===== config.mk =====
export PLATFORM = sky130hd
export DESIGN_NAME = sr_lock_arbiter
export DESIGN_NICKNAME = d
export VERILOG_FILES = /design/src/rtl/sr_lock_arbiter_pkg.sv /design/src/rtl/sr_flag_cell.sv /design/src/rtl/sr_lock_arbiter_chk.sv /design/src/rtl/sr_lock_arbiter.sv
export SDC_FILE = /design/constraint.sdc
export NUM_CORES = 1
export LEC_CHECK = 0
export ABC_AREA = 1
export BUFFER_PORTS_ARGS = -buffer_cell sky130_fd_sc_hd__buf_2
export CAP_MARGIN = 25
export CORE_MARGIN = 2
export CORE_UTILIZATION = 37
export CTS_BUF_LIST = sky130_fd_sc_hd__clkbuf_16
export DETAILED_ROUTE_END_ITERATION = 8
export GPL_ROUTABILITY_DRIVEN = 0
export SYNTH_ARGS = -nofsm -noshare
export SYNTH_HDL_FRONTEND = slang
export SYNTH_HIERARCHICAL = 1
export SYNTH_SLANG_ARGS = --single-unit

===== constraint.sdc =====
create_clock -name clk -period 3.1 [get_ports clk]
set_clock_uncertainty 0.2 [all_clocks]
set_input_delay 0.31 -clock clk [delete_from_list [all_inputs] [get_ports clk]]
set_output_delay 0.31 -clock clk [all_outputs]
set_load 0.03 [all_outputs]

===== src/rtl/sr_lock_arbiter_pkg.sv =====
// Shared types, SR command encoding and round-robin pick helper for the
// hardware mutex (sr_lock_arbiter).
package sr_lock_arbiter_pkg;

    typedef enum logic {
        IDLE   = 1'b0,
        LOCKED = 1'b1
    } state_t;

    // SR flag command {s, r}
    localparam logic [1:0] SR_HOLD = 2'b00;
    localparam logic [1:0] SR_SET  = 2'b10;
    localparam logic [1:0] SR_CLR  = 2'b01;

    // Round-robin pick over up to 16 requesters.
    // Searches upward from ptr with wrap at nreq.
    // Returns {valid, index[3:0]}.
    function automatic logic [4:0] rr_pick(input logic [15:0] req,
                                           input logic [3:0]  ptr,
                                           input logic [4:0]  nreq);
        logic [4:0] res;
        logic [4:0] sum;
        logic [4:0] idx;
        res = 5'd0;
        for (int i = 0; i < 16; i++) begin
            sum = 5'(ptr) + 5'(i);
            if (sum >= nreq) begin
                idx = sum - nreq;
            end else begin
                idx = sum;
            end
            if ((5'(i) < nreq) && !res[4] && req[idx[3:0]]) begin
                res = {1'b1, idx[3:0]};
            end else begin
                res = res;
            end
        end
        return res;
    endfunction

endpackage


===== src/rtl/sr_flag_cell.sv =====
// Single SR ownership flag: posedge flop, synchronous reset to 0,
// complementary output qn is a continuous inverse of q.
module sr_flag_cell
    import sr_lock_arbiter_pkg::*;
(
    input  logic clk,
    input  logic rst,
    input  logic s,
    input  logic r,
    output logic q,
    output logic qn
);

    logic q_r;

    // Flag state: set, clear or hold according to the {s, r} command
    always_ff @(posedge clk) begin
        if (rst) begin
            q_r <= 1'b0;
        end else begin
            case ({s, r})
                SR_SET:  q_r <= 1'b1;
                SR_CLR:  q_r <= 1'b0;
                SR_HOLD: q_r <= q_r;
                default: q_r <= q_r;
            endcase
        end
    end

    assign q  = q_r;
    assign qn = ~q_r;

endmodule


===== src/rtl/sr_lock_arbiter_chk.sv =====
// Invariant checks for the lock arbiter: legal SR commands, one-hot grant,
// flag outputs consistent with the grant vector.
module sr_lock_arbiter_chk #(
    parameter int NREQ = 4
) (
    input logic            clk,
    input logic            rst,
    input logic            s,
    input logic            r,
    input logic [NREQ-1:0] grant,
    input logic            busy,
    input logic            free
);

    a_sr_legal: assert property (@(posedge clk) disable iff (rst) !(s && r))
        else $error("sr_lock_arbiter: S and R asserted together");

    a_grant_onehot: assert property (@(posedge clk) disable iff (rst) $onehot0(grant))
        else $error("sr_lock_arbiter: grant not one-hot");

    a_busy_grant: assert property (@(posedge clk) disable iff (rst) busy == (|grant))
        else $error("sr_lock_arbiter: busy disagrees with grant");

    a_free_busy: assert property (@(posedge clk) disable iff (rst) free == !busy)
        else $error("sr_lock_arbiter: free is not the inverse of busy");

endmodule


===== src/rtl/sr_lock_arbiter.sv =====
// Hardware mutex: round-robin arbitration of NREQ requesters onto one SR
// ownership flag, with optional forced release after HOLD_MAX cycles.
module sr_lock_arbiter
    import sr_lock_arbiter_pkg::*;
#(
    parameter int NREQ     = 4,
    parameter int IDW      = 2,
    parameter int HOLD_MAX = 0,
    parameter int CNTW     = 8
) (
    input  logic            clk,
    input  logic            rst,
    input  logic [NREQ-1:0] req,
    input  logic [NREQ-1:0] rel,
    output logic [NREQ-1:0] grant,
    output logic [IDW-1:0]  owner,
    output logic            busy,
    output logic            free,
    output logic            timeout
);

    localparam int              HOLD_LAST_I = (HOLD_MAX > 0) ? (HOLD_MAX - 1) : 0;
    localparam logic [CNTW-1:0] HOLD_LAST   = CNTW'(HOLD_LAST_I);
    localparam logic [CNTW-1:0] CNT_MAX     = {CNTW{1'b1}};
    localparam logic [CNTW-1:0] CNT_ONE     = {{(CNTW-1){1'b0}}, 1'b1};
    localparam logic [CNTW-1:0] CNT_ZERO    = {CNTW{1'b0}};
    localparam logic [NREQ-1:0] GRANT_LSB   = {{(NREQ-1){1'b0}}, 1'b1};
    localparam logic [NREQ-1:0] GRANT_NONE  = {NREQ{1'b0}};
    localparam logic [IDW-1:0]  IDX_ZERO    = {IDW{1'b0}};
    localparam logic [3:0]      LAST_IDX    = 4'(NREQ - 1);

    state_t          state_r, next_state_s;
    logic [NREQ-1:0] grant_r, next_grant_s;
    logic [IDW-1:0]  owner_r, next_owner_s;
    logic [IDW-1:0]  ptr_r, next_ptr_s;
    logic [CNTW-1:0] cnt_r, next_cnt_s;
    logic            timeout_r, next_timeout_s;
    logic [1:0]      sr_cmd_s;
    logic [4:0]      pick_s;
    logic [3:0]      pick_idx_s;
    logic            sr_s, sr_r_s;

    assign pick_s     = rr_pick(16'(req), 4'(ptr_r), 5'(NREQ));
    assign pick_idx_s = pick_s[3:0];

    // Next-state decision: grant in IDLE, release or timeout in LOCKED
    always_comb begin
        next_state_s   = state_r;
        next_grant_s   = grant_r;
        next_owner_s   = owner_r;
        next_ptr_s     = ptr_r;
        next_cnt_s     = cnt_r;
        next_timeout_s = 1'b0;
        sr_cmd_s       = SR_HOLD;
        case (state_r)
            IDLE: begin
                if (pick_s[4]) begin
                    next_state_s = LOCKED;
                    next_grant_s = GRANT_LSB << pick_idx_s;
                    next_owner_s = IDW'(pick_idx_s);
                    next_cnt_s   = CNT_ZERO;
                    sr_cmd_s     = SR_SET;
                    if (pick_idx_s == LAST_IDX) begin
                        next_ptr_s = IDX_ZERO;
                    end else begin
                        next_ptr_s = IDW'(pick_idx_s + 4'd1);
                    end
                end else begin
                    next_state_s = IDLE;
                end
            end
            LOCKED: begin
                if (rel[owner_r]) begin
                    // An owner release wins over a coincident timeout
                    next_state_s = IDLE;
                    next_grant_s = GRANT_NONE;
                    sr_cmd_s     = SR_CLR;
                end else if ((HOLD_MAX > 0) && (cnt_r == HOLD_LAST)) begin
                    // Forced release; rr pointer already points past the owner
                    next_state_s   = IDLE;
                    next_grant_s   = GRANT_NONE;
                    next_timeout_s = 1'b1;
                    sr_cmd_s       = SR_CLR;
                end else if (cnt_r != CNT_MAX) begin
                    next_cnt_s = cnt_r + CNT_ONE;
                end else begin
                    next_cnt_s = cnt_r;
                end
            end
            default: begin
                next_state_s = IDLE;
                next_grant_s = GRANT_NONE;
                sr_cmd_s     = SR_CLR;
            end
        endcase
    end

    // State and registered outputs
    always_ff @(posedge clk) begin
        if (rst) begin
            state_r   <= IDLE;
            grant_r   <= GRANT_NONE;
            owner_r   <= IDX_ZERO;
            ptr_r     <= IDX_ZERO;
            cnt_r     <= CNT_ZERO;
            timeout_r <= 1'b0;
        end else begin
            state_r   <= next_state_s;
            grant_r   <= next_grant_s;
            owner_r   <= next_owner_s;
            ptr_r     <= next_ptr_s;
            cnt_r     <= next_cnt_s;
            timeout_r <= next_timeout_s;
        end
    end

    assign sr_s   = sr_cmd_s[1];
    assign sr_r_s = sr_cmd_s[0];

    sr_flag_cell u_flag (
        .clk (clk),
        .rst (rst),
        .s   (sr_s),
        .r   (sr_r_s),
        .q   (busy),
        .qn  (free)
    );

    sr_lock_arbiter_chk #(.NREQ(NREQ)) u_chk (
        .clk   (clk),
        .rst   (rst),
        .s     (sr_s),
        .r     (sr_r_s),
        .grant (grant_r),
        .busy  (busy),
        .free  (free)
    );

    assign grant   = grant_r;
    assign owner   = owner_r;
    assign timeout = timeout_r;

endmodule


==> impl_metrics.toml <==
[job]
maxCapViolCount = 0

[detailed_routing]
vias = 822
drt-total-wl_mm = 1.70
ant_nets = 0
drt-pass1-iter-count = 4
via_per_inst = 4.72
first_iter_violations = 10
route.detailed.drc = 0
wl_per_cell_um = 9.79

[yosys]
synth.area.top_cells = "dfxtp_1 25%, nand2_1 14%, inv_1 10%, ha_1 7.7%, nand3_1 6.7%"
synth_cell_types = 26
syn_nets = 141
synth_top_cell_by_area = "dfxtp_1"
yosysSeqAreaShare_pct = 24.5
ys_ff_latch = 10
yosys.area.top_type_share_pct = 24.5
netlist_area_um2 = 817
avgSynthCellArea_um2 = 6.48
synthCells = 126
yosysWarnings = 6

[clock_network]
cts_tree = "built"
path_clk_slew_ns = 0.04
htreeDepth = 1
clock_latency_ns = 0.24
clockBufferDepth = 2
cts_resized = 0
numClockSinks = 10
cts_buffers = 3
hold_buffers = 0
cts-root-buf = "clkbuf_16"
cts_setup_buffers = 0

[global_route]
antenna_found_initial = 0
grtUsageTotal_pct = 15.2
grt_pass1_wl_mm = 3.03
grt_overflow = 0
grt_max_degree = 9
grt_pass1_vias = 738

[cells_and_area]
drive_above_1_share_pct = 23.3
multi_input_comb_area_um2 = 507
nFillCells = 233
nets = 162
ff_latch_area_um2 = 200
diodes = 0
area_growth_pct = 23.4

[min_path]
hp-class = "in -> reg"
hold_start = "rst"

[power]
ir_drop_v = 0.000711
powerDensity_mw_per_mm2 = 1130
leakagePower_uw = 0.000568
total_power_uw = 1140

[setup_path]
crit_fanout = 8
startpoint = "ptr_r[0]$_SDFFE_PP0P_"
endpoint_kind = "register"
ff2ff_path_depth = 14
critPathRequiredTime_ns = 3.03
r2r_slack_ns = 0.62
worst-endpoint-arrival_ns = 2.41
timing.rr.end = "u_flag/q$_SDFFE_PP0P_"
critPathKind = "reg -> reg"
cp-start-kind = "register"
cp-endpoint = "u_flag/q$_SDFFE_PP0P_"
r2r_start = "ptr_r[0]$_SDFFE_PP0P_"

[sta]
fmax_mhz = 403
setup_viol = 0
setup_ws_ns = 0.618
rsz0062_at_grt = "no"
tns_ns = 0
finalMaxSlewViolations = 0
min_period_over_period_pct = 80.1
min_period_ns = 2.48
finalHoldViolCount = 0

[die]
initial_core_util_pct = 38.0
rows = 17
die-area_mm2 = 0.00260
pin_count = 19
core_mm2 = 0.00215
dieHeight_um = 51.0
dieWidth_um = 51.0

[placed_design]
dp_slack_ns = 0.654
portBuffers = 17
dp_hpwl_mm = 1.36

[outcome]
outcome = "finished clean"
==> routing by layer <==
layer  vias to the layer above  GRT usage, %  routed length, um
li1                        434             -                  -
met1                       369          19.8                848
met2                        17          23.6                756
met3                         2          4.39                 72
met4                         0          5.41                 26
met5                         -             0                  0
==> flip-flops by register name, summed over array words and instances, names as in the netlist <==
signal,cells
owner,2
u_flag/q,1
grant,4
ptr_r,2
state_r,1
==> where the power goes <==
part           total, uW  internal, uW  switching (uW)
Sequential           214           177            36.0
Clock                230           169            60.9
Combinational        698           229             469
Total               1140           576             566
==> per-stage QoR <==
stage	util, %	hold WS, ns	cells	area, um^2
floorplan	-	0.179	126	817
global route	46.9	0.173	174	1010
finish	46.9	0.149	174	1010
detailed placement	43.3	0.253	170	930
global placement	43.3	0.252	170	930
CTS	46.9	0.143	174	1010
==> area by class of cell <==
class / instances / area share [%]
clock buffer: 3 / 7.44
clock inverter: 1 / 0.372
inverter: 26 / 10.2
multi-input combinational: 89 / 50.2
sequential: 10 / 19.9
tap: 28 / 3.47
timing repair buffer: 17 / 8.44
==> critical path, cell delays in order, from the launching register on <==
cell,delay [ns]
dfxtp_1,0.48
inv_2,0.14
ha_1,0.37
inv_1,0.10
nand3_1,0.11
nand3_1,0.12
nand3_4,0.15
nand2_8,0.09
inv_6,0.09
inv_1,0.05
ha_1,0.29
inv_1,0.07
nand2_1,0.04
nand2_1,0.05
nor2_1,0.03
==> cell usage after synthesis (all sizes together) <==
| master | instances |
|---|---|
| a21oi | 7 |
| nand2 | 38 |
| conb | 1 |
| and2 | 1 |
| dfxtp | 10 |
| nor2 | 12 |
| clkinv | 1 |
| a211oi | 1 |
| inv | 25 |
| and3 | 1 |
| a21boi | 1 |
| nand4 | 3 |
| o21ai | 4 |
| nand3 | 13 |
| ha | 5 |
| o211ai | 1 |
| buf | 1 |
| o22ai | 1 |
==> cell usage in the layout (no fill, tap or decap), types with 2 or more instances in the layout <==
cell type and n:
nand3_1 11, o21ai_0 4, ha_1 5, buf_2 17
nand2_2 6, clkbuf_16 3, inv_2 2, nor2_1 10
clkinv_1 2, a21oi_1 7, inv_1 22, dfxtp_1 10
nand2_1 31, nand4_1 3
==> how the worst min path moves through the flow <==
stage          slack (ns)               endpoint  cells past startpoint
2_1_floorplan        0.18  grant[0]$_SDFFE_PP0P_                      1
3_3_place_gp         0.25  grant[3]$_SDFFE_PP0P_                      2
3_5_place_dp         0.25  grant[1]$_SDFFE_PP0P_                      2
4_1_cts              0.14  grant[1]$_SDFFE_PP0P_                      2
5_1_grt              0.17  grant[0]$_SDFFE_PP0P_                      2
6_report             0.15  grant[1]$_SDFFE_PP0P_                      2
==> cell families after synthesis <==
group / after synthesis / synth area share [%]
flops: 10 / 24.5
buf+inv: 27 / 13.5
simple gates: 68 / 43.6
fa+ha+maj: 5 / 7.66
other cells: 1 / 0.459
compound gates: 15 / 10.3
No activity file was read; power rests on OpenSTA's default activity.
